[src/rtl/if_fetch.sv]
// if_fetch: instruction fetch stage with a single outstanding memory request.
// A pc register drives instruction memory. One fetched word is buffered for
// decode, and branch/jump redirects kill any in-flight response.
// Optional feature: define IF_MISALIGN_EN to trap misaligned redirect targets.
// This adds an ERR state and a fetch_misalign output.
module if_fetch #(
    parameter logic [31:0] RESET_PC = 32'h0000_0000
) (
    input  logic        clk,
    input  logic        rst_n,
    output logic        imem_req,
    output logic [31:0] imem_addr,
    input  logic        imem_ready,
    input  logic        imem_rvalid,
    input  logic [31:0] imem_rdata,
    input  logic        redirect_valid,
    input  logic [31:0] redirect_pc,
    output logic        inst_valid,
    output logic [31:0] inst,
    output logic [31:0] inst_pc,
`ifdef IF_MISALIGN_EN
    output logic        fetch_misalign,
`endif
    input  logic        id_ready
);

    localparam logic [31:0] NOP = 32'h0000_0013;

`ifdef IF_MISALIGN_EN
    typedef enum logic [1:0] {ST_REQ = 2'd0, ST_WAIT = 2'd1, ST_KILL = 2'd2, ST_ERR = 2'd3} state_t;
`else
    typedef enum logic [1:0] {ST_REQ = 2'd0, ST_WAIT = 2'd1, ST_KILL = 2'd2} state_t;
`endif

    state_t      state_reg, state_next;
    logic [31:0] pc_reg, pc_next;
    logic        inst_valid_reg, inst_valid_next;
    logic [31:0] inst_reg, inst_next;
    logic [31:0] inst_pc_reg, inst_pc_next;
    logic [31:0] redirect_target;

`ifdef IF_MISALIGN_EN
    // Misaligned targets are kept as-is so the ERR state can be entered.
    logic redirect_bad;
    assign redirect_target = redirect_pc;
    assign redirect_bad    = (redirect_pc[1:0] != 2'b00);
    assign fetch_misalign  = (state_reg == ST_ERR);
`else
    // The low two bits are forced to zero, so they are intentionally dropped.
    logic redirect_lsb_unused;
    assign redirect_target     = {redirect_pc[31:2], 2'b00};
    assign redirect_lsb_unused = ^redirect_pc[1:0];
`endif

    // A request is only issued when the output buffer will be free next cycle.
    assign imem_req   = (state_reg == ST_REQ) && !redirect_valid && (!inst_valid_reg || id_ready);
    assign imem_addr  = pc_reg;
    assign inst_valid = inst_valid_reg;
    assign inst       = inst_reg;
    assign inst_pc    = inst_pc_reg;

    // Next-state logic: redirect first, then normal fetch sequencing.
    always_comb begin
        state_next      = state_reg;
        pc_next         = pc_reg;
        inst_valid_next = inst_valid_reg;
        inst_next       = inst_reg;
        inst_pc_next    = inst_pc_reg;

        if (inst_valid_reg && id_ready) begin
            inst_valid_next = 1'b0;
        end

        if (redirect_valid) begin
            pc_next         = redirect_target;
            inst_valid_next = 1'b0;
            case (state_reg)
                // The outstanding response is still due unless it lands this cycle.
                ST_WAIT: state_next = imem_rvalid ? ST_REQ : ST_KILL;
                // If the pending response coincides with the redirect, it is consumed
                // and dropped here. Otherwise KILL would wait for a beat that never comes.
                ST_KILL: state_next = imem_rvalid ? ST_REQ : ST_KILL;
                default: state_next = ST_REQ;
            endcase
`ifdef IF_MISALIGN_EN
            if (redirect_bad && (state_next == ST_REQ)) begin
                state_next = ST_ERR;
            end
`endif
        end else begin
            case (state_reg)
                ST_REQ: begin
                    if (imem_req && imem_ready) begin
                        state_next = ST_WAIT;
                    end
                end
                ST_WAIT: begin
                    if (imem_rvalid) begin
                        inst_next       = imem_rdata;
                        inst_pc_next    = pc_reg;
                        inst_valid_next = 1'b1;
                        pc_next         = pc_reg + 32'd4;
                        state_next      = ST_REQ;
                    end
                end
                ST_KILL: begin
                    if (imem_rvalid) begin
`ifdef IF_MISALIGN_EN
                        // A misaligned redirect seen while killing is trapped once the stale beat is gone.
                        state_next = (pc_reg[1:0] != 2'b00) ? ST_ERR : ST_REQ;
`else
                        state_next = ST_REQ;
`endif
                    end
                end
                default: state_next = state_reg;
            endcase
        end
    end

    // State and datapath registers with asynchronous reset.
    always_ff @(posedge clk or negedge rst_n) begin
        if (!rst_n) begin
            state_reg      <= ST_REQ;
            pc_reg         <= RESET_PC;
            inst_valid_reg <= 1'b0;
            inst_reg       <= NOP;
            inst_pc_reg    <= 32'h0000_0000;
        end else begin
            state_reg      <= state_next;
            pc_reg         <= pc_next;
            inst_valid_reg <= inst_valid_next;
            inst_reg       <= inst_next;
            inst_pc_reg    <= inst_pc_next;
        end
    end

endmodule
[config.mk]
export PLATFORM = sky130hd
export DESIGN_NAME = if_fetch
export DESIGN_NICKNAME = d
export VERILOG_FILES = /design/src/rtl/if_fetch.sv
export SDC_FILE = /design/constraint.sdc
export NUM_CORES = 1
export LEC_CHECK = 0
export ABC_AREA = 1
export BUFFER_PORTS_ARGS = -buffer_cell sky130_fd_sc_hd__buf_4
export CAP_MARGIN = 0
export CORE_UTILIZATION = 45
export DETAILED_ROUTE_END_ITERATION = 10
export PLACE_DENSITY_LB_ADDON = 0.08
export SLEW_MARGIN = 20
export SYNTH_ARGS = -nofsm -noshare
export SYNTH_HDL_FRONTEND = slang
export SYNTH_SLANG_ARGS = --single-unit
export TNS_END_PERCENT = 10
[constraint.sdc]
create_clock -name clk -period 1.2 [get_ports clk]
set_input_delay 0.18 -clock clk [delete_from_list [all_inputs] [get_ports clk]]
set_output_delay 0.18 -clock clk [all_outputs]
set_load 0.02 [all_outputs]
---- Word-level counts from Yosys, hierarchy flattened ----
Cells that the tools add are included.
storage, ports and cells
  flip-flop bits (word level) ............. 99
  bits in latches ......................... 0
  bits in writable memories ............... 0
  bits in read-only memories .............. 0
  input port bits ......................... 70
  output and inout bits ................... 98
  word-level logic and storage cells ...... 39
  memories ................................ 0
cells by class
  add/subtract/negate cells ............... 1
  multiply operators ...................... 0
  div/mod/pow operators ................... 0
  $lt $le $gt $ge ......................... 0
  equal/unequal tests ..................... 4
  shift-type cells ........................ 0
  multiplexer cells ....................... 13
  bitwise operators ....................... 1
  reductions and logical operators ........ 15
operators by type and width
  cell                     count
  $mux W32                 3
  $add A32 B3 Y32 const B  1
  $mux W2                  5
  $reduce_and A3 Y1        2
  $logic_and A1 B1 Y1      4
  $mux W1                  4
  $pmux W2 S2              1
  $reduce_bool A2 Y1       2
  $ne A3 B1 Y1 const B     1
  $ne A3 B2 Y1 const B     1
  $reduce_bool A3 Y1       1
  $eq A2 B1 Y1 const B     1
  $eq A2 B2 Y1 const B     1
  $logic_not A1 Y1         2
  $logic_not A2 Y1         1
  $reduce_and A2 Y1        1
  $reduce_or A2 Y1         1
  $logic_or A1 B1 Y1       1
  $not A1 Y1               1

---- Logic depth before layout (Yosys ltp) ----
Gate-level depths: netlist of run 1.
  depth after elaboration ................. 7
  gate-level depth with buffers ........... 9
  depth with buffers taken out ............ 8

---- Worst setup path before layout of run 1 ----
No wires, ideal clock.
  path type ............................... flip-flop to flip-flop
  start ................................... register pc_reg[2] (netlist: imem_addr[2])
  end ..................................... register pc_reg[12] (netlist: imem_addr[12])
  data arrival time ....................... 1332 ps
  required time ........................... 1083 ps
  path slack .............................. -249 ps
  cell stages (with the launch flop) ...... 9
  period minus slack after synthesis ...... 1449 ps
  path through ............................ dfrtp_1 ha_1 nand2_2 nor2_4 nand2_4 nor2_1 nand2_1 nand3_1 nand2_1
between the ends
  cells in the longest elaborated chain, start to end .. 4
RTL lines
  element                   RTL line  RTL
  start: declaration        36        logic [31:0] pc_reg, pc_next;
  start signal: assignment  131       pc_reg <= pc_next;
  $add A32 B3 Y32           102       pc_next = pc_reg + 32'd4;
  $mux W32                  98        if (imem_rvalid) begin
  $mux W32                  91        case (state_reg)
  $mux W32                  74        if (redirect_valid) begin
Every way passes these cells. The select of a mux whose other input is x is not followed.
A chain may end at the register's enable or synchronous reset.

---- Worst setup path in the final report of run 1 ----
  start ................................... register state_reg[1]
  end ..................................... register pc_reg[23] (netlist: imem_addr[23])
between the ends
  cells in the longest elaborated chain, start to end .. 3
RTL lines
  element                              RTL line  RTL
  start: declaration                   35        state_t state_reg, state_next;
  start signal: assignment             130       state_reg <= state_next;
  $eq A2 B1 Y1                         91
  $reduce_bool A2 Y1 (no source line)  -
  $reduce_and A2 Y1 (no source line)   -
Every way passes these cells.

==> impl_table.tex, run 1 <==
\begin{tabular}{lr}
\hline
Metric & Value \\
\hline
\multicolumn{2}{l}{\textbf{Status}} \\
Status & complete, but fails checks \\
Failing checks & setup timing \\
\multicolumn{2}{l}{\textbf{Routing}} \\
1st-pass router iterations & 5 \\
DRC violation count after routing & 0 \\
Via count & 5291 \\
Post-DR vias/cell & 5.11 \\
Detail-routed net length per standard cell & 15.2 um \\
Number of nets with antenna violations after detailed routing & 0 \\
Total wirelength of the detailed-routed design & 15.8 mm \\
Initial drt markers & 304 \\
\multicolumn{2}{l}{\textbf{Clock network}} \\
Clock insertion delay at the later pin of the skew report & 0.37 ns \\
CTS clk-pin slew, worst paths & 0.09 ns \\
Number of clock sinks & 95 \\
Clock tree from TritonCTS & built \\
Number of clock buffers inserted by TritonCTS & 9 \\
Maximum buffer depth of the clock tree & 2 \\
Buffer cell driving the clock tree root & sky130\_fd\_sc\_hd\_\_clkbuf\_8 \\
Maximum level of the CTS H-tree & 3 \\
\multicolumn{2}{l}{\textbf{Timing}} \\
Fmax achieved & 621 MHz \\
Number of setup violations in the final report & 125 \\
Final critical-path setup slack & -0.410 ns \\
RSZ-0062 raised after global routing & true \\
Setup clock skew after layout & 0.00817 ns \\
Minimum hold slack & 0.00712 ns \\
Setup Total Neg Slack & -31.36 ns \\
Number of hold-slack violations in the final timing report & 0 \\
Pins over their slew limit & 0 \\
Final worst path period share & 134\% \\
Minimum clock period after layout & 1.61 ns \\
\multicolumn{2}{l}{\textbf{Global routing}} \\
Vias in the first global route & 5110 \\
Leftover overflow at the end of global routing & 0 \\
GR Util All Layers & 27.8\% \\
Global-route wire length before repair & 24.3 mm \\
Number of antenna violations at the first check in global routing & 0 \\
Maximum number of pins on one net before global-route repair & 32 \\
\multicolumn{2}{l}{\textbf{Die}} \\
Std cell rows & 37 \\
Chip width & 105 um \\
Number of top-level design ports & 168 \\
Initial standard-cell utilization of the core & 46.5\% \\
Total die area & 0.0111 mm\^{}2 \\
Core region area & 0.0104 mm\^{}2 \\
Chip Height & 105 um \\
\multicolumn{2}{l}{\textbf{Cells and area}} \\
Number of flip-flops in the largest register & 32 \\
Filler cell count in the final layout & 738 \\
Antenna Cells & 0 \\
Nets & 967 \\
Share of cells above drive strength 1 & 40.2\% \\
Post-synthesis to final-layout area growth & 66.2\% \\
Util after Layout & 77.2\% \\
Storage cell area & 0.00239 mm\^{}2 \\
Total area of multi-input combinational cells & 0.00229 mm\^{}2 \\
Post-route non-filler standard cell count & 1035 \\
\multicolumn{2}{l}{\textbf{Placed design}} \\
Port buffer count & 161 \\
RD Place Congestion & 0.849 \\
Half-perimeter wire length of the detailed placement result & 10.0 mm \\
Dpl cells & 976 \\
\multicolumn{2}{l}{\textbf{Synth}} \\
Per-instance average area after synthesis & 7.62 um\^{}2 \\
Number of synthesized register bits & 95 \\
Part of the Yosys area used for sequential elements & 49.4\% \\
Post-synth design cell area & 0.00482 mm\^{}2 \\
Synth unique cells & 28 \\
Count of synthesis-stage warnings from yosys & 0 \\
Synthesized instance count & 632 \\
\multicolumn{2}{l}{\textbf{Power}} \\
PwrDens & 1970 mW/mm\^{}2 \\
Peak supply drop & 1320 uV \\
Static Leak & 0.00402 uW \\
\multicolumn{2}{l}{\textbf{Flow run}} \\
Number of max-cap violations & 0 \\
\multicolumn{2}{l}{\textbf{Critical path}} \\
WS Path Type & reg2reg \\
Required arrival time at the worst endpoint & 1.50 ns \\
Data arrival at the endpoint of the critical path & 1.91 ns \\
Type of destination of the critical path & register \\
Type of origin of the critical path & register \\
Maximum fanout encountered on the critical timing path & 9 \\
\multicolumn{2}{l}{\textbf{Worst hold path}} \\
Path type of the worst min-delay path & in2reg \\
\hline
\end{tabular}
## area by class of cell
class	count	area share (%)
multi-input combinational	454	28.6
clock inverter	6	1.05
clock buffer	10	1.72
sequential	95	29.8
tap	136	2.12
inverter	59	2.95
timing repair buffer	275	33.8
## worst max-delay path, stage by stage, from the launching register on
cell	delay (ns)
sky130_fd_sc_hd__dfrtp_1	0.40
sky130_fd_sc_hd__inv_2	0.07
sky130_fd_sc_hd__buf_6	0.09
sky130_fd_sc_hd__ha_4	0.13
sky130_fd_sc_hd__nand2_4	0.06
sky130_fd_sc_hd__nor2_4	0.18
sky130_fd_sc_hd__inv_8	0.10
sky130_fd_sc_hd__clkbuf_16	0.19
sky130_fd_sc_hd__nor2_2	0.11
sky130_fd_sc_hd__nand3_1	0.08
sky130_fd_sc_hd__nand3_1	0.10
## where the power goes
group | switching (uW) | internal, uW | total (uW)
Clock | 1170 | 1220 | 2390
Sequential | 877 | 4460 | 5340
Combinational | 4210 | 3820 | 8030
Total | 6260 | 9510 | 15800
## cells by family (layout without fill, tap and decap cells)
logic type / after synthesis / count (layout) / synth area share, %
and+or+nand+nor: 383 / 383 / 34.0
DFF: 95 / 95 / 49.4
buffers and inverters: 86 / 350 / 8.39
AOI/OAI and AO/OA: 61 / 61 / 6.75
adders and majority gates: 3 / 3 / 0.779
xor gates and xnor gates: 3 / 3 / 0.545
other: 1 / 4 / 0.0778
## path summary, 6_finish.rpt
| kind | from | to | slack [ns] | cells after the start |
|---|---|---|---|---|
| setup / recovery | state_reg[1]$_DFFE_PN0P_ | imem_addr[23]$_DFFE_PN0P_ | -0.41 | 10 |
| hold / removal | imem_rdata[10] | inst[10]$_DFFE_PN0P_ | 0.007 | 3 |
| setup reg to reg | state_reg[1]$_DFFE_PN0P_ | imem_addr[23]$_DFFE_PN0P_ | -0.41 | 10 |
| hold reg to reg | inst[4]$_DFFE_PN1P_ | inst[4]$_DFFE_PN1P_ | 0.47 | 2 |
| max in group asynchronous | rst_n | inst_pc[31]$_DFFE_PN0P_ | 0.46 | 3 |
| min in group asynchronous | rst_n | inst[8]$_DFFE_PN0P_ | 0.25 | 2 |
## cells in the final DEF (no fill, tap or decap), types with 2 or more instances in the layout
master                          synthesis  layout
sky130_fd_sc_hd__conb_1                 1       4
sky130_fd_sc_hd__buf_6                  5      68
sky130_fd_sc_hd__dfrtp_2                0       5
sky130_fd_sc_hd__buf_16                 0       6
sky130_fd_sc_hd__dlygate4sd3_1          0      22
sky130_fd_sc_hd__inv_2                  0       2
sky130_fd_sc_hd__inv_1                 57      53
sky130_fd_sc_hd__clkbuf_16              0       3
sky130_fd_sc_hd__nand2_2                3      17
sky130_fd_sc_hd__nand3b_1               6       6
sky130_fd_sc_hd__bufinv_16              0       2
sky130_fd_sc_hd__o21bai_1               2       2
sky130_fd_sc_hd__clkinv_2               0       3
sky130_fd_sc_hd__nor2_1                85      69
sky130_fd_sc_hd__clkbuf_8               0      10
sky130_fd_sc_hd__dfrtp_1               92      87
sky130_fd_sc_hd__ha_4                   0       3
sky130_fd_sc_hd__o21ai_1                2      18
sky130_fd_sc_hd__nand3_2                0       8
sky130_fd_sc_hd__o21ai_2                0       2
sky130_fd_sc_hd__o21ai_0               47      29
sky130_fd_sc_hd__buf_4                  8     163
sky130_fd_sc_hd__nor2_4                 8      16
sky130_fd_sc_hd__nand2_1              221     203
sky130_fd_sc_hd__dfstp_2                3       3
sky130_fd_sc_hd__nand3_1               41      33
sky130_fd_sc_hd__xor2_1                 3       3
sky130_fd_sc_hd__a21oi_1                4       3
sky130_fd_sc_hd__inv_4                  2       3
sky130_fd_sc_hd__o211ai_1               4       4
sky130_fd_sc_hd__nand2_4                3       7
sky130_fd_sc_hd__nor2_2                14      22
sky130_fd_sc_hd__buf_12                 0      12
## layer usage
metal / vias up / GRT usage (%) / wire length, um
met5: - / 0 / 0
met4: 0 / 9.76 / 374
met3: 34 / 5.44 / 1040
met2: 218 / 48.6 / 8090
met1: 2551 / 34.2 / 6260
li1: 2488 / - / -
## per-stage QoR
step	power [uW]	area [um^2]	worst slack [ns]
3_3_place_gp	11800	6690	-0.225
6_report	15800	8010	-0.410
5_1_grt	16700	8010	-0.466
4_1_cts	15400	7750	-0.411
2_1_floorplan	8730	4870	-0.120
3_5_place_dp	12000	6690	-0.307
## synthesized netlist by cell type, drive strengths merged
cell type	instances	share of area, %
nand2	227	18
nor2	107	10
dfrtp	92	48
inv	59	4.7
o21ai	49	5.1
nand3	41	4.3
buf	20	3.1
clkbuf	7	0.55
nand3b	6	0.93
a21oi	4	0.42
o211ai	4	0.62
dfstp	3	1.6
ha	3	0.78
xor2	3	0.55
o21bai	2	0.31
a31oi	1	0.13
and2	1	0.13
conb	1	0.078
nor3	1	0.10
o221ai	1	0.18
## what timing repair did
item                                   4_1_cts  5_1_grt
cloned                                       6        3
hold buffers                                21        1
pin swaps                                   19       10
resized for setup                          115       56
setup buffers                                9        3
endpoints found under the hold margin       47        1
setup endpoints to repair                  125      127
(Power assumes the default switching activity.)
==> inputs of run 2 (changes only) <==
==> constraint.sdc (replaced) <==
create_clock -name clk -period 1.2 [get_ports clk]
set_input_delay 0.12 -clock clk [delete_from_list [all_inputs] [get_ports clk]]
set_output_delay 0.12 -clock clk [all_outputs]
set_load 0.02 [all_outputs]
==> run 2 against run 1 <==
  * The run still ends with setup timing left
  * Setup slack improved by 0.091 ns
  * First-iteration DRC count decreased by 13%
  * Sequential power fell by 1%
  * Fmax grew 6.0%
  * Cell count is 0.48% higher
  * Sequential share of layout area is 0.52 points higher
  * Worst hold slack gained 0.0049 ns
  * Routed wire length down 7.5%
  * Via count is 5.3% lower
  * Register-to-register slack better by 0.10 ns
  * Clock-buffer cell count is 3 higher
  * Critical endpoint is now imem_req
  * Highest routed layer unchanged
==> impl_table.tex, run 2 (synthesis gave the netlist of run 1 again) <==
\begin{tabular}{lr}
\hline
Metric & Value \\
\hline
\multicolumn{2}{l}{\textbf{Status}} \\
Status & complete, but fails checks \\
Failing checks & setup timing \\
\multicolumn{2}{l}{\textbf{Timing}} \\
Final worst path period share & 127\% \\
Final critical-path setup slack & -0.319 ns \\
Setup Total Neg Slack & -19.17 ns \\
Number of setup violations in the final report & 97 \\
Minimum clock period after layout & 1.52 ns \\
Fmax achieved & 658 MHz \\
Setup clock skew after layout & 0.00803 ns \\
RSZ-0062 raised after global routing & true \\
Number of hold-slack violations in the final timing report & 0 \\
Pins over their slew limit & 0 \\
\multicolumn{2}{l}{\textbf{Routing}} \\
Initial drt markers & 263 \\
DRC violation count after routing & 0 \\
Via count & 5009 \\
Number of nets with antenna violations after detailed routing & 0 \\
1st-pass router iterations & 4 \\
Detail-routed net length per standard cell & 14.0 um \\
Post-DR vias/cell & 4.82 \\
Total wirelength of the detailed-routed design & 14.6 mm \\
\multicolumn{2}{l}{\textbf{Die}} \\
Total die area & 0.0111 mm\^{}2 \\
Initial standard-cell utilization of the core & 46.5\% \\
Chip width & 105 um \\
Std cell rows & 37 \\
Core region area & 0.0104 mm\^{}2 \\
Number of top-level design ports & 168 \\
Chip Height & 105 um \\
\multicolumn{2}{l}{\textbf{Flow run}} \\
Number of max-cap violations & 0 \\
\multicolumn{2}{l}{\textbf{Clock network}} \\
Maximum buffer depth of the clock tree & 2 \\
Buffer cell driving the clock tree root & sky130\_fd\_sc\_hd\_\_clkbuf\_8 \\
Clock insertion delay at the later pin of the skew report & 0.37 ns \\
Clock tree from TritonCTS & built \\
Number of clock buffers inserted by TritonCTS & 9 \\
CTS clk-pin slew, worst paths & 0.08 ns \\
Maximum level of the CTS H-tree & 3 \\
Number of clock sinks & 95 \\
\multicolumn{2}{l}{\textbf{Critical path}} \\
Series of cell instances along the critical path & inv\_2 > buf\_6 > ha\_4 > inv\_2 > nor3\_2 > buf\_4 \\
Maximum fanout encountered on the critical timing path & 2 \\
Most used cell, CP & sky130\_fd\_sc\_hd\_\_inv\_2 \\
Type of destination of the critical path & primary output \\
WS Path Type & reg2out \\
Data arrival at the endpoint of the critical path & 1.40 ns \\
Type of origin of the critical path & register \\
Required arrival time at the worst endpoint & 1.08 ns \\
Largest stage delay on the critical path & 0.40 ns \\
Critical Path Slowest Stage Cell & sky130\_fd\_sc\_hd\_\_dfrtp\_1 \\
\multicolumn{2}{l}{\textbf{Global routing}} \\
Maximum number of pins on one net before global-route repair & 32 \\
Vias in the first global route & 5023 \\
Leftover overflow at the end of global routing & 0 \\
Global-route wire length before repair & 23.3 mm \\
Number of antenna violations at the first check in global routing & 0 \\
GR Util All Layers & 26.8\% \\
\multicolumn{2}{l}{\textbf{Cells and area}} \\
Nets & 972 \\
Antenna Cells & 0 \\
Most frequent cells in the layout & sky130\_fd\_sc\_hd\_\_nand2\_1, sky130\_fd\_sc\_hd\_\_buf\_4, sky130\_fd\_sc\_hd\_\_dfrtp\_1, sky130\_fd\_sc\_hd\_\_nor2\_1, sky130\_fd\_sc\_hd\_\_buf\_6 \\
Number of flip-flops in the largest register & 32 \\
Share of cells above drive strength 1 & 35.7\% \\
Post-synthesis to final-layout area growth & 63.4\% \\
Most frequent standard cell in the layout excluding fill and tap cells & sky130\_fd\_sc\_hd\_\_nand2\_1 \\
\multicolumn{2}{l}{\textbf{Power}} \\
Power after layout & 15200 uW \\
Static Leak & 0.00399 uW \\
Peak supply drop & 1280 uV \\
PwrDens & 1930 mW/mm\^{}2 \\
\multicolumn{2}{l}{\textbf{Placed design}} \\
Half-perimeter wire length of the detailed placement result & 9.98 mm \\
Port buffer count & 161 \\
RD Place Congestion & 0.847 \\
\multicolumn{2}{l}{\textbf{Worst hold path}} \\
Path type of the worst min-delay path & in2reg \\
\hline
\end{tabular}
==> run 2: cell types whose count changed in the layout (fill, tap and decap cells not counted), moves of 4 or more <==
| cell | change |
|---|---|
| sky130_fd_sc_hd__nand2_2 | -11 |
| sky130_fd_sc_hd__buf_6 | -4 |
| sky130_fd_sc_hd__nor2_1 | +8 |
| sky130_fd_sc_hd__dlygate4sd3_1 | +16 |
| sky130_fd_sc_hd__nor2_2 | -7 |
| sky130_fd_sc_hd__nand3_2 | -8 |
| sky130_fd_sc_hd__nand2_1 | +11 |
| sky130_fd_sc_hd__nand3_1 | +8 |
| sky130_fd_sc_hd__buf_16 | -5 |
==> run 2: critical path, delay by kind of cell, from the launching register on <==
family / cells / cell delay, ns
buffers and inverters: 4 / 0.39
adders and majority gates: 1 / 0.13
DFF: 1 / 0.40
and+or+nand+nor: 1 / 0.11
==> run 2: final timing paths <==
kind                                           from                         to  slack, ns  cells after the start
min                                  redirect_pc[5]   imem_addr[5]$_DFFE_PN0P_       0.01                      3
min in group asynchronous                     rst_n        inst[8]$_DFFE_PN0P_       0.19                      2
max in group asynchronous                     rst_n    inst_pc[31]$_DFFE_PN0P_       0.51                      3
max reg2reg                state_reg[0]$_DFFE_PN0P_  imem_addr[30]$_DFFE_PN0P_      -0.31                      9
max                        state_reg[1]$_DFFE_PN0P_                   imem_req      -0.32                      6
min reg2reg                     inst[4]$_DFFE_PN1P_        inst[4]$_DFFE_PN1P_       0.47                      2
==> run 2: area by class of cell <==
class / count / area [um^2]
clock inverter: 3 / 40.0
tap: 136 / 170
timing repair buffer: 280 / 2670
sequential: 95 / 2390
inverter: 59 / 234
fill: 790 / 2500
clock buffer: 13 / 169
multi-input combinational: 454 / 2200
==> run 2: power breakdown <==
group,total [uW],internal [uW],switching (uW)
logic,7640,3590,4050
clock network,2240,1130,1110
registers,5280,4460,818
total,15200,9190,5970
==> run 2: repair_timing <==
| item | CTS | global route |
|---|---|---|
| hold buffers | 38 | 0 |
| setup endpoints to repair | 118 | 122 |
| setup buffers | 3 | 3 |
| gates resized for setup | 64 | 61 |
| pin swaps | 4 | 11 |
| hold endpoints to repair | 132 | 0 |
| cloned | 3 | 3 |
==> run 2: layer usage <==
| metal | GRT usage (%) | up-vias | routed length, um |
|---|---|---|---|
| met5 | 0 | - | 0 |
| met4 | 8.85 | 0 | 227 |
| met3 | 5.32 | 20 | 804 |
| met2 | 46.9 | 152 | 7320 |
| met1 | 33.2 | 2346 | 6220 |
| li1 | - | 2491 | - |
==> run 2: stage by stage <==
step | setup slack [ns] | cell area (um^2) | hold WS [ns] | utilization, % | std cells
2_1_floorplan | -0.120 | 4870 | -0.176 | - | 635
3_3_place_gp | -0.226 | 6670 | 0.0464 | 64.3 | 975
3_5_place_dp | -0.278 | 6670 | 0.0503 | 64.3 | 975
4_1_cts | -0.300 | 7590 | 0.00326 | 73.2 | 1035
5_1_grt | -0.378 | 7870 | 0.00721 | 75.9 | 1040
6_report | -0.319 | 7870 | 0.0120 | 75.9 | 1040
